<file path="src/rtl/fifo_sum_sched.sv">
// Frame scheduler in front of the three-row column-sum datapath: grants one
// requester per frame round-robin, paces bytes as pi_flag pulses, tags results.
module fifo_sum_sched #(
    parameter int COLS = 4,
    parameter int ROWS = 5,
    parameter int GAP  = 4
) (
    input  logic       sys_clk,
    input  logic       sys_rst_n,
    input  logic       req0_valid,
    input  logic [7:0] req0_data,
    output logic       req0_ready,
    input  logic       req1_valid,
    input  logic [7:0] req1_data,
    output logic       req1_ready,
    output logic       pi_flag,
    output logic [7:0] pi_data,
    input  logic       po_flag,
    input  logic [7:0] po_data,
    output logic       res_flag,
    output logic [7:0] res_data,
    output logic       res_id,
    output logic       frame_done,
    output logic       busy,
    output logic       err_orphan
);

    localparam logic [7:0] IN_TOTAL  = 8'(ROWS * COLS);
    localparam logic [7:0] OUT_TOTAL = 8'((ROWS - 2) * COLS);
    localparam logic [7:0] GAP_LOAD  = 8'(GAP - 1);

    typedef enum logic [1:0] {IDLE, GRANT, STREAM, DRAIN} state_t;

    state_t     state;
    logic       owner;
    logic       last_owner;
    logic [7:0] in_cnt;
    logic [7:0] out_cnt;
    logic [7:0] gap_cnt;

    // Ready/valid: ready is decoded from registered state only and never looks
    // at valid; a byte moves on any cycle where both are high at the clock edge.
    logic       stream_ok;
    logic       xfer;
    logic [7:0] xfer_data;
    logic       po_live;
    logic       po_accept;
    logic       last_result;

    assign stream_ok   = (state == STREAM) && (gap_cnt == 8'd0) && (in_cnt < IN_TOTAL);
    assign req0_ready  = stream_ok && !owner;
    assign req1_ready  = stream_ok && owner;
    assign xfer        = (req0_ready && req0_valid) || (req1_ready && req1_valid);
    assign xfer_data   = owner ? req1_data : req0_data;
    assign po_live     = (state == STREAM) || (state == DRAIN);
    assign po_accept   = po_flag && po_live && (out_cnt != OUT_TOTAL);
    assign last_result = po_accept && (out_cnt == OUT_TOTAL - 8'd1);

    always_ff @(posedge sys_clk or negedge sys_rst_n) begin
        if (!sys_rst_n) begin
            state      <= IDLE;
            owner      <= 1'b0;
            last_owner <= 1'b1;
            in_cnt     <= 8'd0;
            out_cnt    <= 8'd0;
            gap_cnt    <= 8'd0;
            pi_flag    <= 1'b0;
            pi_data    <= 8'd0;
            res_flag   <= 1'b0;
            res_data   <= 8'd0;
            res_id     <= 1'b0;
            frame_done <= 1'b0;
            busy       <= 1'b0;
            err_orphan <= 1'b0;
        end else begin
            pi_flag    <= xfer;
            res_flag   <= po_accept;
            frame_done <= last_result;
            busy       <= (state != IDLE);

            if (xfer) begin
                pi_data <= xfer_data;
                in_cnt  <= in_cnt + 8'd1;
                gap_cnt <= GAP_LOAD;
            end else if (gap_cnt != 8'd0) begin
                gap_cnt <= gap_cnt - 8'd1;
            end

            // Results outside a live frame, or beyond its count, are dropped.
            if (po_accept) begin
                res_data <= po_data;
                res_id   <= owner;
                out_cnt  <= out_cnt + 8'd1;
            end else if (po_flag) begin
                err_orphan <= 1'b1;
            end

            case (state)
                IDLE: begin
                    if (req0_valid || req1_valid) state <= GRANT;
                end
                GRANT: begin
                    in_cnt  <= 8'd0;
                    out_cnt <= 8'd0;
                    // A requester that withdrew before the grant returns us to IDLE.
                    if (req0_valid && req1_valid) begin
                        owner <= ~last_owner;
                        state <= STREAM;
                    end else if (req0_valid || req1_valid) begin
                        owner <= req1_valid;
                        state <= STREAM;
                    end else begin
                        state <= IDLE;
                    end
                end
                STREAM: begin
                    if (xfer && (in_cnt == IN_TOTAL - 8'd1)) state <= DRAIN;
                end
                DRAIN: begin
                    if (last_result) begin
                        state      <= IDLE;
                        last_owner <= owner;
                    end
                end
                default: state <= IDLE;
            endcase
        end
    end

endmodule

</file>
<file path="config.mk">
export PLATFORM = sky130hd
export DESIGN_NAME = fifo_sum_sched
export DESIGN_NICKNAME = d
export VERILOG_FILES = /design/src/rtl/fifo_sum_sched.sv
export SDC_FILE = /design/constraint.sdc
export NUM_CORES = 1
export LEC_CHECK = 0
export ABC_AREA = 0
export CAP_MARGIN = 20
export CELL_PAD_IN_SITES_DETAIL_PLACEMENT = 0
export CELL_PAD_IN_SITES_GLOBAL_PLACEMENT = 1
export CORE_MARGIN = 2
export CORE_UTILIZATION = 30
export DETAILED_ROUTE_END_ITERATION = 10
export PLACE_DENSITY = 0.69
export SETUP_SLACK_MARGIN = 0.2
export SLEW_MARGIN = 20
export SYNTH_ARGS = -nofsm -noshare
export SYNTH_HDL_FRONTEND = slang
export SYNTH_SLANG_ARGS = --single-unit
export TNS_END_PERCENT = 20
</file>
<file path="constraint.sdc">
create_clock -name sys_clk -period 3.5 [get_ports sys_clk]
set_clock_uncertainty 0.2 [all_clocks]
set_input_delay 0.7 -clock sys_clk [delete_from_list [all_inputs] [get_ports sys_clk]]
set_output_delay 0.7 -clock sys_clk [all_outputs]
set_load 0.02 [all_outputs]
</file>
==> reports/metrics.csv <==
metric,value,unit
min_period,3.158,ns
setup_ws,0.3419,ns
finalInstanceArea,3025,um^2
ctsResizeCount,0,
die_area,8356,um^2
fp-row-count,31,
path_clk_slew,0.10,ns
grt_use_met2,17.65,%
synth.top_cell.area_share,53.49,%
area_delta_synth_final,31.99,%
netlist_instances,215,
cts_tree,built,
cts_buffer_depth,2,
drive_gt1_share,13.28,%
grt_max_degree,26,
fin_nets,304,
tightest_slew,0.8614,ns
rr_startpoint,gap_cnt[0],
grt_pass1_vias,1633,
yosysTopAreaCell,dfrtp_1,
diodes,0,
clkLatencyLatePin,0.31,ns
crit_path_end_kind,output port,
required,2.60,ns
crit_path_start,in_cnt[7],
drt-total-wl,4.856,mm
multiInputGateArea,988.4,um^2
irDropWorstVdd,274.3,uV
globalplace.congestion,0.7689,
grt_first_pass_wirelength,7.962,mm
postCtsSetupRepairBufs,0,
port_buffers,52,
r2r_cells,6,
drt-initial-drc-count,88,
use_met3,3.651,%
syn_nets,249,
dr.pass1.iters,4,
crit_path_end,req0_ready,
path_max_fanout,9,
globalRouteOverflowTotal,0,
status,"complete, no violations",
finalCritPeriodShare,90.23,%
start_util,31.27,%
r2r_setup_slack,0.66,ns
hold_viol_final,0,
boundaryPins,53,
drc,0,
ys_ff_latch,50,
power_density,750.2,nW/um^2
coreArea,7331,um^2
routedWlPerCell,13.12,um
die_x,91.41,um
yosysWarnings,0,
syn_area_per_cell,10.66,um^2
maxCapViolations,0,
rsz0062_at_grt,yes,
grt_antenna_before_repair,0,
fmax,316.7,MHz
cts_sinks,50,
syn_area,2292,um^2
top_usage_layer,met2,
crit_arrival,2.26,ns
place_hpwl,3.552,mm
met1_usage,16.32,%
setup_tns,0,ns
start_kind,flip-flop,
setup_violations,0,
hold_class,primary input to asynchronous set/reset pin,
area.sequential,1252,um^2
via_per_inst,4.697,
worstReg2RegEnd,pi_data[5],
die_h,91.41,um
numCtsBuffers,5,
netlist_top_cells_area,"dfrtp_1 53%, mux2_2 8.8%, nand2_1 6.7%",
clock-root-buffer,clkbuf_8,
hold_buffers,0,
slew_headroom,42.45,%
grt_usage,11.98,%
ant_nets,0,
worstSetupPathType,flip-flop to output port,
htreeDepth,2,
leakage,1.360,nW
place_area,2923,um^2
synth_cell_types,39,
synth-seq-area-share,54.64,%
maxSlewViolCount,0,
power,2.270,mW
fillers,683,
vias,1738,
dp_slack,0.5670,ns
power breakdown:
part | switching [mW] | leakage (nW) | internal (mW)
sequential | 0.217 | 0.624 | 0.790
clock | 0.209 | 0.0447 | 0.145
combinational | 0.450 | 0.691 | 0.460
total | 0.876 | 1.36 | 1.39
metal layers:
metal	part of all wire, %	routed length [um]
met1	50	2424
met2	43	2070
met3	5.6	270
met4	1.9	90
met5	0	0
critical path: stages, from the launching register on:
cell and delay, ns:
dfrtp_1 0.39, nor3_1 0.32, nand3_1 0.34, nor3_1 0.26, clkdlybuf4s50_1 0.63
worst min-delay path by stage:
stage / cells after the start / end / slack, ns
detailed placement: 1 / err_orphan / 0.25
finish: 1 / owner / 0.16
global placement: 1 / err_orphan / 0.24
CTS: 1 / gap_cnt[4] / 0.18
global route: 1 / gap_cnt[3] / 0.22
floorplan: 0 / asynchronous set/reset pin / 0.20
through the flow:
step,std cells,util (%),hold slack [ns]
after floorplan,215,-,0.2044
after global placement,362,39.87,0.2416
after detailed placement,362,39.87,0.2480
after CTS,370,41.15,0.1838
after global routing,370,41.27,0.2159
final,370,41.27,0.1587
flip-flops by register name (all words and copies together) (netlist names), 8 cells and up, named ones only:
| register | cells |
|---|---|
| gap_cnt | 8 |
| in_cnt | 8 |
| out_cnt | 8 |
| pi_data | 8 |
| res_data | 8 |
layout by cell type (no fill, tap or decap), types with 3 or more instances in the layout:
cell type and count:
a21oi_1 5, inv_1 7, nor3_1 8, nand2_1 41, or4_1 3, and2_1 3, o21ai_0 6, nor2_1 9
nand3_1 5, mux2i_1 5, and3_1 3, clkbuf_8 5, xor2_1 4, o31ai_1 3, nand4_1 5, mux2_2 18
dfrtp_1 49, clkdlybuf4s50_1 50, or3_1 3, buf_4 3, ha_1 5
layout make-up:
class / count / share of cell area [%]
tap: 99 / 4.094
clock buffer: 5 / 2.275
multi-input combinational: 151 / 32.67
sequential: 50 / 41.40
timing repair buffer: 55 / 17.87
clock inverter: 3 / 0.8271
inverter: 7 / 0.8685
synthesized netlist by cell type:
library cell  count
and3_1            3
a21oi_1           5
a41o_1            2
buf_2             1
a211oi_1          1
nand2b_1          2
or4b_4            1
o21ai_0           6
nand3_1           5
mux2_2           18
nor4_1            1
o2bb2ai_1         1
a31oi_1           2
nand4_1           5
a21o_1            2
nand2_1          41
nor3b_1           2
o31ai_1           3
nor3_1            8
or2_2             2
or3_1             3
dfstp_2           1
or4_1             3
xor2_1            4
nor2_1            9
clkbuf_1          5
xnor2_1           2
nor2b_1           2
and4_1            1
o22ai_1           1
mux2i_1           5
buf_4             1
inv_1             7
nor4b_1           1
o211ai_1          1
and2_1            3
ha_1              5
dfrtp_1          49
nor2_2            1
cell families (layout without fill, tap and decap cells):
| logic type | count (synthesis) | in the layout | share of synthesized area (%) |
|---|---|---|---|
| fa+ha+maj | 5 | 5 | 2.729 |
| flops | 50 | 50 | 54.64 |
| mux | 23 | 23 | 11.03 |
| compound gates | 24 | 24 | 6.769 |
| buf+inv | 14 | 70 | 2.511 |
| xor+xnor | 6 | 6 | 2.293 |
| simple gates | 93 | 93 | 20.03 |
(Power assumes the default switching activity.)
